## config.mk

```make
export PLATFORM = sky130hd
export DESIGN_NAME = dsp_sample_tx_flat
export DESIGN_NICKNAME = d
export VERILOG_FILES = /design/src/rtl/dsp_sample_tx_if.sv /design/src/rtl/dsp_sample_tx.sv /design/src/flat_wrapper.sv
export SDC_FILE = /design/constraint.sdc
export NUM_CORES = 1
export LEC_CHECK = 0
export CAP_MARGIN = 20
export CORE_MARGIN = 4
export CORE_UTILIZATION = 35
export CTS_CLUSTER_DIAMETER = 40
export CTS_CLUSTER_SIZE = 24
export DETAILED_ROUTE_END_ITERATION = 10
export PLACE_DENSITY = 0.68
export SYNTH_ARGS = -nofsm -noshare
export SYNTH_HDL_FRONTEND = slang
export SYNTH_SLANG_ARGS = --single-unit
```

## constraint.sdc

```tcl
create_clock -name clk -period 2 [get_ports clk]
set_input_delay 0.5 -clock clk [delete_from_list [all_inputs] [get_ports clk]]
set_output_delay 0.5 -clock clk [all_outputs]
set_load 0.005 [all_outputs]
```

## src/rtl/dsp_sample_tx_if.sv

```systemverilog
// Core-side sample stream (valid/ready) feeding dsp_sample_tx.
interface dsp_sample_tx_if #(
  parameter int unsigned SAMPLE_W = 16
);
  logic                s_valid;
  logic                s_ready;
  logic [SAMPLE_W-1:0] s_data;

  modport master (output s_valid, output s_data, input s_ready);
  modport slave  (input s_valid, input s_data, output s_ready);
endinterface

```

## src/rtl/dsp_sample_tx.sv

```systemverilog
// dsp_sample_tx: FIFO-buffered sample transmitter. Each 16-bit sample leaves as two
// bytes (low first) over a 4-phase strobe/ack pin handshake with an external host.
// Optional even parity on tx_par when DSP_SAMPLE_TX_PARITY_EN is defined.
module dsp_sample_tx #(
  parameter int unsigned SAMPLE_W   = 16,
  parameter int unsigned FIFO_DEPTH = 4
) (
  input  logic                        clk,
  input  logic                        rst_n,
  input  logic                        ena,
  dsp_sample_tx_if.slave              s_if,
  output logic [7:0]                  tx_data,
  output logic                        tx_strb,
  output logic                        tx_hi,
  output logic                        tx_par,
  input  logic                        host_ack,
  output logic [7:0]                  tx_oe,
  output logic [$clog2(FIFO_DEPTH):0] fifo_level
);
  localparam int unsigned BYTE_W = 8;
  localparam int unsigned PTR_W  = (FIFO_DEPTH > 1) ? $clog2(FIFO_DEPTH) : 1;
  localparam int unsigned LVL_W  = $clog2(FIFO_DEPTH) + 1;
  localparam logic [LVL_W-1:0] FULL_LVL = LVL_W'(FIFO_DEPTH);
  localparam logic [7:0]       OE_PINS  = 8'h07;

  typedef enum logic [2:0] {
    IDLE    = 3'd0,
    LOAD    = 3'd1,
    SEND_LO = 3'd2,
    WAIT_LO = 3'd3,
    SEND_HI = 3'd4,
    WAIT_HI = 3'd5
  } state_t;

  state_t              state_q, state_d;
  logic                ack_meta, ack_s;
  logic [SAMPLE_W-1:0] mem [FIFO_DEPTH];
  logic [PTR_W-1:0]    wr_ptr, rd_ptr;
  logic [LVL_W-1:0]    level_d;
  logic [SAMPLE_W-1:0] head;
  logic [BYTE_W-1:0]   hold_hi;
  logic                push, pop, has_data;
  logic [BYTE_W-1:0]   tx_data_d;
  logic                tx_strb_d, tx_hi_d;

  assign head     = mem[rd_ptr];
  assign push     = s_if.s_valid & s_if.s_ready;
  assign pop      = (state_q == LOAD);
  assign has_data = (fifo_level != '0);

  // Two-flop synchroniser for the asynchronous host acknowledge.
  always_ff @(posedge clk) begin
    if (!rst_n) begin
      ack_meta <= 1'b0;
      ack_s    <= 1'b0;
    end else begin
      ack_meta <= host_ack;
      ack_s    <= ack_meta;
    end
  end

  // FIFO storage; contents need no reset because the pointers define validity.
  always_ff @(posedge clk) begin
    if (rst_n && push) mem[wr_ptr] <= s_if.s_data;
  end

  // Occupancy after this cycle's push/pop.
  always_comb begin
    level_d = fifo_level;
    if (push && !pop)      level_d = fifo_level + LVL_W'(1);
    else if (!push && pop) level_d = fifo_level - LVL_W'(1);
  end

  // FIFO pointers, level and registered ready (looks ahead at the next level).
  always_ff @(posedge clk) begin
    if (!rst_n) begin
      wr_ptr      <= '0;
      rd_ptr      <= '0;
      fifo_level  <= '0;
      s_if.s_ready <= 1'b0;
    end else begin
      if (push) wr_ptr <= wr_ptr + PTR_W'(1);
      if (pop)  rd_ptr <= rd_ptr + PTR_W'(1);
      fifo_level   <= level_d;
      s_if.s_ready <= ena & (level_d < FULL_LVL);
    end
  end

  // FSM state register.
  always_ff @(posedge clk) begin
    if (!rst_n) state_q <= IDLE;
    else        state_q <= state_d;
  end

  // FSM next-state logic.
  always_comb begin
    state_d = state_q;
    unique case (state_q)
      IDLE:    if (has_data && ena && !ack_s) state_d = LOAD;
      LOAD:    state_d = SEND_LO;
      SEND_LO: if (ack_s) state_d = WAIT_LO;
      WAIT_LO: if (!ack_s) state_d = SEND_HI;
      SEND_HI: if (ack_s) state_d = WAIT_HI;
      WAIT_HI: if (!ack_s) state_d = (has_data && ena) ? LOAD : IDLE;
      default: state_d = IDLE;
    endcase
  end

  // Pin values for the upcoming state; tx_data only moves when a byte is launched.
  always_comb begin
    tx_data_d = tx_data;
    tx_strb_d = 1'b0;
    tx_hi_d   = tx_hi;
    unique case (state_d)
      SEND_LO: begin
        tx_strb_d = 1'b1;
        tx_hi_d   = 1'b0;
        if (state_q == LOAD) tx_data_d = head[BYTE_W-1:0];
      end
      SEND_HI: begin
        tx_strb_d = 1'b1;
        tx_hi_d   = 1'b1;
        if (state_q == WAIT_LO) tx_data_d = hold_hi;
      end
      default: ;
    endcase
  end

  // Registered pin outputs and the high-byte holding register.
  always_ff @(posedge clk) begin
    if (!rst_n) begin
      tx_data <= '0;
      tx_strb <= 1'b0;
      tx_hi   <= 1'b0;
      hold_hi <= '0;
      tx_oe   <= '0;
    end else begin
      tx_data <= tx_data_d;
      tx_strb <= tx_strb_d;
      tx_hi   <= tx_hi_d;
      tx_oe   <= OE_PINS;
      if (pop) hold_hi <= head[SAMPLE_W-1:BYTE_W];
    end
  end

`ifdef DSP_SAMPLE_TX_PARITY_EN
  // Even parity registered alongside the byte it covers.
  always_ff @(posedge clk) begin
    if (!rst_n) tx_par <= 1'b0;
    else        tx_par <= ^tx_data_d;
  end
`else
  assign tx_par = 1'b0;
`endif

endmodule

```

## src/flat_wrapper.sv

```systemverilog
// flat-port wrapper written by rule: the top's interface ports become plain ports
module dsp_sample_tx_flat 
#(
  parameter int unsigned SAMPLE_W   = 16,
  parameter int unsigned FIFO_DEPTH = 4
)
  (clk, rst_n, ena, tx_data, tx_strb, tx_hi, tx_par, host_ack, tx_oe, fifo_level, s_if_s_valid, s_if_s_data, s_if_s_ready);
  dsp_sample_tx_if #(.SAMPLE_W(SAMPLE_W)) s_if_i ();
  input  logic clk;
  input  logic rst_n;
  input  logic ena;
  output logic [7:0] tx_data;
  output logic tx_strb;
  output logic tx_hi;
  output logic tx_par;
  input  logic host_ack;
  output logic [7:0] tx_oe;
  output logic [$clog2(FIFO_DEPTH):0] fifo_level;
  input wire logic [$bits(s_if_i.s_valid)-1:0] s_if_s_valid;
  input wire logic [$bits(s_if_i.s_data)-1:0] s_if_s_data;
  output wire logic [$bits(s_if_i.s_ready)-1:0] s_if_s_ready;
  assign s_if_i.s_valid = s_if_s_valid;
  assign s_if_i.s_data = s_if_s_data;
  assign s_if_s_ready = s_if_i.s_ready;
  dsp_sample_tx #(.SAMPLE_W(SAMPLE_W), .FIFO_DEPTH(FIFO_DEPTH)) u_core (.clk(clk), .rst_n(rst_n), .ena(ena), .s_if(s_if_i), .tx_data(tx_data), .tx_strb(tx_strb), .tx_hi(tx_hi), .tx_par(tx_par), .host_ack(host_ack), .tx_oe(tx_oe), .fifo_level(fifo_level));
endmodule
```

## After elaboration in Yosys (flattened, before gate mapping)

Memories as Yosys holds them, arrays and structs flattened. A register that Yosys moved wholly into a read port is not among the register bits.
Cells that the tools add are included.

| storage, ports and cells | value |
|---|---|
| register bits after elaboration | 34 |
| RAM bits | 64 |
| bits of input ports | 21 |
| output and inout port bits | 23 |
| logic and storage cells | 61 |
| memories kept | 1 |

| operators by class | value |
|---|---|
| add/subtract/negate cells | 4 |
| magnitude comparators | 1 |
| equality and inequality tests | 9 |
| mux-type cells | 19 |
| bitwise logic cells | 2 |
| reductions and logical operators | 13 |

Memories:

| memory | words | bits a word | rd ports | clocked after Yosys merged registers in | write ports | RTL line | source |
|---|---|---|---|---|---|---|---|
| u_core.mem | 4 | 16 | 1 | 1 | 1 | dsp_sample_tx.sv:37 | `logic [SAMPLE_W-1:0] mem [FIFO_DEPTH];` |

Operators by type and width:

| operator | count |
|---|---|
| $mux 3 | 8 |
| $pmux 3 s6 | 1 |
| $mux 8 | 2 |
| $pmux 8 s2 | 1 |
| $eq 3x2->1 const B | 3 |
| $eq 3x3->1 const B | 3 |
| $logic_and 1x1->1 | 5 |
| $add 2x1->2 const B | 2 |
| $mux 1 | 4 |
| $mux 2 | 2 |
| $ne 2x1->1 const B | 2 |
| $add 3x1->3 const B | 1 |
| $eq 3x1->1 const B | 1 |
| $logic_not 1->1 | 3 |
| $logic_not 3->1 | 1 |
| $lt 3x3->1 const B | 1 |
| $reduce_and 3->1 | 1 |
| $reduce_bool 3->1 | 1 |
| $sub 3x1->3 const B | 1 |
| $and 1x1->1 | 2 |
| $pmux 1 s2 | 1 |
| $reduce_bool 2->1 | 1 |
| $reduce_or 2->1 | 1 |

## Depth between registers and ports, before layout

Gate-level depths: netlist of the first run.

| logic depth | value |
|---|---|
| depth after elaboration | 8 |
| gate-level depth with buffers | 7 |
| depth with buffers taken out | 6 |

## Least setup slack after synthesis of the first run

No wires, ideal clock.

| path | value |
|---|---|
| path kind | register to register |
| start | register u_core.state_q[0] |
| end | register u_core.fifo_level[2] |
| setup time | 115 ps |
| data arrival time | 1809 ps |
| path slack | 75 ps |
| stages on the path, launching flop included | 7 |
| path buffers | 1 |
| clock period less this slack | 1925 ps |
| path through | dfxtp_1 or3b_1 buf_6 ha_1 and2_1 or3_1 and3_1 |

| between the ends | value |
|---|---|
| longest elaborated chain between the ends | 4 |
| elaborated cells between the ends (all ways) | 6 |

RTL lines:

| item | RTL line | source |
|---|---|---|
| start: declaration | dsp_sample_tx.sv:35 | `state_t state_q, state_d;` |
| start signal: assignment | dsp_sample_tx.sv:92 | `else state_q <= state_d;` |
| $eq 3x1->1 (*) | dsp_sample_tx.sv:48 | `assign pop = (state_q == LOAD);` |
| $logic_and 1x1->1 or $logic_not 1->1 (tied branches) | dsp_sample_tx.sv:71, dsp_sample_tx.sv:70 |  |
| $mux 3 or $logic_and 1x1->1 (tied branches) | dsp_sample_tx.sv:71, dsp_sample_tx.sv:70 |  |
| $mux 3 (*) | dsp_sample_tx.sv:70 | `if (push && !pop) level_d = fifo_level + LVL_W'(1);` |
| end signal: assignment | dsp_sample_tx.sv:84 | `fifo_level <= level_d;` |
| end: declaration | dsp_sample_tx.sv:18 | `output logic [$clog2(FIFO_DEPTH):0] fifo_level` |

Mark *: on every way between the ends. The rest lies on a longest branch, timed or not.
A chain may end at the register's enable or synchronous reset.

## Worst setup path after layout of the first run

| path | value |
|---|---|
| start | register u_core.state_q[1] |
| end | register u_core.fifo_level[2] |

Same word-level chain as after synthesis.

==> flow_metrics.py, run 1 <==
metrics = {
    "hold_path": {
        "timing.hold.worst.class": "flop to flop",
        "hold-path-cell-count": 1,
        "startpoint_of_the_most_critical_hold_path": "u_core.ack_meta",
        "hold_path_end": "u_core.ack_s",
    },
    "clock_network": {
        "cts_max_path_buffers": 2,
        "clkTransAtPathRegs_ns": 0.09,
        "worst_skew_pair.late_latency_ns": 0.35,
        "post_cts_resized": 0,
        "cts-root-buf": "clkbuf_8",
        "cts-htree-levels": 3,
        "cts_tree": "yes",
        "postCtsSetupBuffers": 0,
        "cts-buffers-inserted": 9,
        "cts_num_sinks": 98,
        "cts.hold.buffers_added": 0,
    },
    "logic_synthesis": {
        "yosysWarningCount": 0,
        "seq_total_area_yosys": 0.668,
        "synth-edff-count": 64,
        "synth-seq-cells": 98,
        "synthesis.area_um2": 3890,
        "synth_area_per_cell_um2": 15.6,
        "asyncSetResetFlopFracSynth": 0,
        "yosysUniqueCellTypes": 39,
        "dominantRegCellSynth": "edfxtp_1",
        "netlist_instances": 250,
    },
    "global_route": {
        "grt_start_max_net_pins": 19,
        "global_route.overflow_total": 0,
        "grt_pass1_wl_um": 11500,
        "grt_pass1_vias": 2198,
        "antenna_found_initial": 0,
        "globalRouteTotalUtil": 0.116,
    },
    "finish": {
        "area_growth_syn_to_layout_pct": 20.8,
        "number_of_filler_cells_placed_in_the_layout": 993,
        "fin_util": 0.432,
        "diodes": 0,
        "layout_common_cells": "edfxtp_1, clkdlybuf4s50_1, dfxtp_1",
        "final_common_cell": "edfxtp_1",
        "final_cell_area_um2": 4710,
        "multi_input_area_um2": 1140,
        "area.sequential_um2": 2600,
        "share_of_cells_above_drive_strength_1": 0.139,
        "layout.nets": 335,
    },
    "timing": {
        "period_minus_slack_ns": 1.81,
        "tightestPinTransition_ns": 0.675,
        "rsz_0062_raised_after_global_routing": "no",
        "fmax_ghz": 0.552,
        "final-setup-viol-count": 0,
        "final.setup_skew_ns": 0.00611,
        "totalNegativeSetupSlack_ns": 0,
        "finalMaxSlewViolations": 0,
        "post-route-period-util": 0.905,
        "fin_ws_ns": 0.189,
        "hold-worst-slack_ns": 0.444,
        "max-slew-margin-rel": 0.550,
        "hold_violations": 0,
    },
    "job": {
        "max_cap_viol_count": 0,
    },
    "worst_setup_path": {
        "critical_path.reg2reg.endpoint": "u_core.fifo_level[2]",
        "ff2ff_path_depth": 5,
        "crit_family": "simple AND/OR/NAND/NOR gates",
        "crit_path_max_fanout": 3,
        "worstPathRequired_ns": 2.26,
        "critical_path.reg2reg.startpoint": "u_core.state_q[1]",
        "cp.arrival_ns": 2.07,
        "critPathKind": "flop to flop",
        "timing.critical_path.cells": "or3b_1 -> ha_1 -> and2_1 -> or3_1 -> and3_1",
        "worst_setup_path_end_kind": "flop",
        "crit_path_top_delay_cell": "or3b_1",
        "timing.critical_path.from_type": "flop",
        "worst_path_largest_cell_delay_ns": 0.47,
        "ff2ff_setup_slack_ns": 0.19,
        "critPathBufInv": 0,
    },
    "floorplan": {
        "core.rowCount": 38,
        "die_w_um": 113,
        "die-area_um2": 12900,
        "ios": 44,
        "initial_core_util": 0.358,
        "core_um2": 10900,
        "die_height_um": 113,
    },
    "routing": {
        "routed_wl_um": 7150,
        "detail_route.vias_per_cell": 4.79,
        "drt_pre_antenna_iters": 4,
        "postRouteAntennaNets": 0,
        "wl_per_cell_um": 15.9,
        "detail_route.drc_violations": 0,
        "drt_first_iter_violations": 70,
        "route.vias.total": 2156,
    },
    "pwr": {
        "power-per-cell-area_nw_per_um2": 776,
        "vdd.ir_drop.worst_uv": 368,
        "leakagePower_nw": 1.67,
    },
    "placed_design": {
        "place_congestion": 0.769,
        "portBuffers": 37,
        "detailed_place.area_um2": 4530,
        "place_hpwl_um": 4720,
        "dp_worst_setup_slack_ns": -0.0839,
    },
    "status": {
        "run_status": "finished, final reports clean",
    },
}
==> flip-flops by register name, indices dropped and copies added, names as in the netlist, named ones only <==
register,count
u_core.fifo_level,3
u_core.s_if.s_ready,1
u_core.mem,64
u_core.ack_s,1
u_core.tx_strb,1
u_core.wr_ptr,2
u_core.tx_hi,1
u_core.tx_oe,1
u_core.ack_meta,1
u_core.state_q,3
u_core.tx_data,8
u_core.hold_hi,8
u_core.rd_ptr,2
==> metrics by stage <==
step                instances  total power, mW
floorplan                 255             2.43
global placement          434             2.56
detailed placement        434             2.57
CTS                       450             3.71
global route              450             3.82
finish                    450             3.65
==> cell type report <==
type,count,area share
flip-flops and latches,98,0.553
multi-input cells,130,0.242
repair buffers,58,0.123
well taps,140,0.0372
clock buffers,9,0.0263
clock inverters,7,0.0112
inverters,8,0.00744
==> synth_stat cells, drive strengths merged (2+ instances only) <==
library cell | instances | area (µm²)
edfxtp | 64 | 1920
dfxtp | 34 | 681
nand2 | 23 | 86.3
mux4 | 16 | 409
buf | 15 | 121
a21oi | 13 | 65.1
and3 | 13 | 81.3
ha | 9 | 113
a221o | 8 | 80.1
nor2 | 8 | 32.5
inv | 7 | 26.3
and2 | 5 | 31.3
o21ai | 5 | 25.0
xnor2 | 5 | 43.8
clkbuf | 4 | 15.0
a211oi | 3 | 22.5
nor3b | 3 | 27.5
nand2b | 2 | 12.5
==> worst register-to-register path, delay by kind of cell, from the launching register on <==
family,cells,cell delay [ns]
AND/OR/NAND/NOR,4,1.14
flip-flops,1,0.33
adder cells (fa/ha/maj),1,0.25
==> power by group <==
group          switching [mW]  internal (mW)
clock network           0.674          0.461
logic                   0.136          0.165
registers              0.0235           2.19
total                   0.834           2.82
==> kinds of logic (layout without fill, tap and decap cells) <==
| family | count (synthesis) | in the layout | synth area share |
|---|---|---|---|
| DFF | 98 | 98 | 0.668 |
| and+or+nand+nor | 61 | 61 | 0.0832 |
| AOI/OAI and AO/OA | 33 | 33 | 0.0585 |
| buffers and inverters | 27 | 82 | 0.0440 |
| muxes | 16 | 16 | 0.105 |
| adders and majority gates | 9 | 9 | 0.0289 |
| xor gates and xnor gates | 5 | 5 | 0.0112 |
| other | 1 | 6 | 0.000963 |
==> worst max path at each step <==
stage,from,to,slack (ns),depth (start not counted)
2_1_floorplan,u_core.state_q[0],u_core.fifo_level[2],0.08,6
3_3_place_gp,s_if_s_valid,u_core.fifo_level[2],-0.06,7
3_5_place_dp,s_if_s_valid,u_core.fifo_level[2],-0.08,7
4_1_cts,u_core.fifo_level[0],fifo_level[0],0.15,1
5_1_grt,u_core.state_q[1],u_core.fifo_level[2],0.12,5
6_report,u_core.state_q[1],u_core.fifo_level[2],0.19,5
==> metal layers <==
layer  part of all wire  wire [µm]  GRT usage  vias to the layer above
li1                   -          -          -                     1045
met1               0.44       3130      0.139                     1062
met2               0.51       3670      0.201                       44
met3              0.039        277     0.0340                        5
met4              0.010         74     0.0337                        0
met5                  0          0          0                        -
(Power assumes the default switching activity.)
==> run 2: changes to the inputs <==
--- a/config.mk
+++ b/config.mk
@@ -11,6 +11,7 @@
 export CTS_CLUSTER_DIAMETER = 40
 export CTS_CLUSTER_SIZE = 24
 export DETAILED_ROUTE_END_ITERATION = 10
+export GPL_ROUTABILITY_DRIVEN = 0
 export PLACE_DENSITY = 0.68
 export SYNTH_ARGS = -nofsm -noshare
 export SYNTH_HDL_FRONTEND = slang
==> results of run 2 <==
No change in the layout: final DEF, timing and power equal those of run 1.
==> run 3: changes to the inputs <==
--- a/config.mk
+++ b/config.mk
@@ -12,7 +12,7 @@
 export CTS_CLUSTER_SIZE = 24
 export DETAILED_ROUTE_END_ITERATION = 10
 export GPL_ROUTABILITY_DRIVEN = 0
-export PLACE_DENSITY = 0.68
+export PLACE_DENSITY = 0.66
 export SYNTH_ARGS = -nofsm -noshare
 export SYNTH_HDL_FRONTEND = slang
 export SYNTH_SLANG_ARGS = --single-unit
==> constraint.sdc (replaced) <==
create_clock -name clk -period 2.3 [get_ports clk]
set_input_delay 0.575 -clock clk [delete_from_list [all_inputs] [get_ports clk]]
set_output_delay 0.575 -clock clk [all_outputs]
set_load 0.005 [all_outputs]
==> run 3 against run 2 <==
Net effect: setup slack gained 0.22 ns; utilization is the same; critical path type is now flop to output pin; critical endpoint is now fifo_level[0]; largest power group unchanged; sequential power shrank 13%.
==> flow_metrics.py, run 3 (synthesis gave the netlist of run 1 again) <==
metrics = {
    "finish": {
        "final_cell_area_um2": 4710,
        "max_flop_register": "u_core.mem",
        "multi_input_area_um2": 1140,
        "final_common_cell": "edfxtp_1",
        "area_growth_syn_to_layout_pct": 20.8,
        "area.sequential_um2": 2600,
        "layout.nets": 327,
        "number_of_filler_cells_placed_in_the_layout": 974,
        "fin_util": 0.432,
        "biggestRegsByFlops": "u_core.mem x64, u_core.hold_hi x8, u_core.tx_data x8",
        "diodes": 0,
        "share_of_cells_above_drive_strength_1": 0.113,
        "largest_register_ffs": 64,
        "layout_common_cells": "edfxtp_1, clkdlybuf4s50_1, dfxtp_1",
    },
    "timing": {
        "final.setup_skew_ns": 0.0110,
        "hold_violations": 0,
        "final-setup-viol-count": 0,
        "post-route-period-util": 0.821,
        "hold-worst-slack_ns": 0.459,
        "finalMaxSlewViolations": 0,
        "period_minus_slack_ns": 1.89,
        "totalNegativeSetupSlack_ns": 0,
        "max-slew-margin-rel": 0.526,
        "rsz_0062_raised_after_global_routing": "no",
        "fmax_ghz": 0.530,
        "tightestPinTransition_ns": 0.712,
    },
    "floorplan": {
        "initial_core_util": 0.358,
        "die_w_um": 113,
        "ios": 44,
        "die-area_um2": 12900,
        "core_um2": 10900,
        "core.rowCount": 38,
        "die_height_um": 113,
    },
    "global_route": {
        "globalRouteTotalUtil": 0.117,
        "grt_use_met2": 0.211,
        "grt_pass1_wl_um": 11500,
        "antenna_found_initial": 0,
        "met1_usage": 0.134,
        "grt_pass1_vias": 2253,
        "grt_start_max_net_pins": 20,
        "global_route.usage.met3": 0.0350,
        "gr-max-usage-layer": "met2",
        "global_route.overflow_total": 0,
    },
    "worst_setup_path": {
        "critical_path.reg2reg.startpoint": "u_core.state_q[1]",
        "critical_path.reg2reg.endpoint": "u_core.fifo_level[2]",
        "ff2ff_path_depth": 5,
        "endpoint": "fifo_level[0]",
        "worst_setup_path_startpoint": "u_core.fifo_level[0]",
        "worst_setup_path_end_kind": "output pin",
        "worstPathRequired_ns": 1.73,
        "ff2ff_setup_slack_ns": 0.46,
        "crit_path_top_delay_cell": "clkdlybuf4s50_1",
        "crit_path_max_fanout": 5,
        "path_depth": 1,
        "critPathKind": "flop to output pin",
        "worst_path_largest_cell_delay_ns": 0.53,
        "timing.critical_path.from_type": "flop",
        "crit_family": "buffers and inverters",
        "critPathBufInv": 1,
        "cp.arrival_ns": 1.31,
        "timing.critical_path.cells": "clkdlybuf4s50_1",
    },
    "clock_network": {
        "cts-htree-levels": 3,
        "clkTransAtPathRegs_ns": 0.10,
        "cts.hold.buffers_added": 0,
        "cts-root-buf": "clkbuf_8",
        "postCtsSetupBuffers": 0,
        "cts_tree": "yes",
        "worst_skew_pair.late_latency_ns": 0.36,
        "cts_num_sinks": 98,
        "cts_max_path_buffers": 2,
        "cts-buffers-inserted": 9,
        "post_cts_resized": 0,
    },
    "pwr": {
        "power.total_mw": 3.40,
        "vdd.ir_drop.worst_uv": 426,
        "power-per-cell-area_nw_per_um2": 723,
        "leakagePower_nw": 1.65,
    },
    "placed_design": {
        "place_hpwl_um": 4750,
        "portBuffers": 37,
        "detailed_place.area_um2": 4480,
    },
    "routing": {
        "detail_route.drc_violations": 0,
        "postRouteAntennaNets": 0,
        "detail_route.vias_per_cell": 4.87,
        "wl_per_cell_um": 16.3,
        "route.vias.total": 2152,
        "drt_pre_antenna_iters": 5,
        "drt_first_iter_violations": 81,
        "routed_wl_um": 7210,
    },
    "hold_path": {
        "startpoint_of_the_most_critical_hold_path": "u_core.ack_meta",
        "timing.hold.worst.class": "flop to flop",
    },
    "job": {
        "max_cap_viol_count": 0,
    },
    "status": {
        "run_status": "finished, final reports clean",
    },
}
## run 3: through the flow
| stage | instances | worst slack [ns] |
|---|---|---|
| 2_1_floorplan | 255 | 0.375 |
| 3_3_place_gp | 426 | 0.113 |
| 3_5_place_dp | 426 | 0.0919 |
| 4_1_cts | 442 | 0.382 |
| 5_1_grt | 442 | 0.349 |
| 6_report | 442 | 0.412 |
## run 3: how the worst min path moves through the flow
stage / depth (start not counted) / end
floorplan: 1 / u_core.ack_s
global placement: 1 / u_core.ack_s
detailed placement: 1 / u_core.ack_s
CTS: 2 / u_core.hold_hi[0]
global route: 2 / u_core.hold_hi[0]
finish: 1 / u_core.ack_s
## run 3: area by class of cell
class	count	share of cell area
Clock buffer	9	0.0263
Clock inverter	7	0.0213
Inverter	8	0.00744
Multi-Input combinational cell	130	0.242
Sequential cell	98	0.553
Tap cell	140	0.0372
Timing Repair Buffer	50	0.113
## run 3: power breakdown
group	internal, mW	switching (mW)
Combinational	0.138	0.114
Clock	0.622	0.598
Sequential	1.91	0.0246
## run 3: layer usage
| metal | vias to the layer above | part of all wire |
|---|---|---|
| met5 | - | 0 |
| met4 | 0 | 0.012 |
| met3 | 7 | 0.046 |
| met2 | 48 | 0.53 |
| met1 | 1061 | 0.41 |
| li1 | 1036 | - |
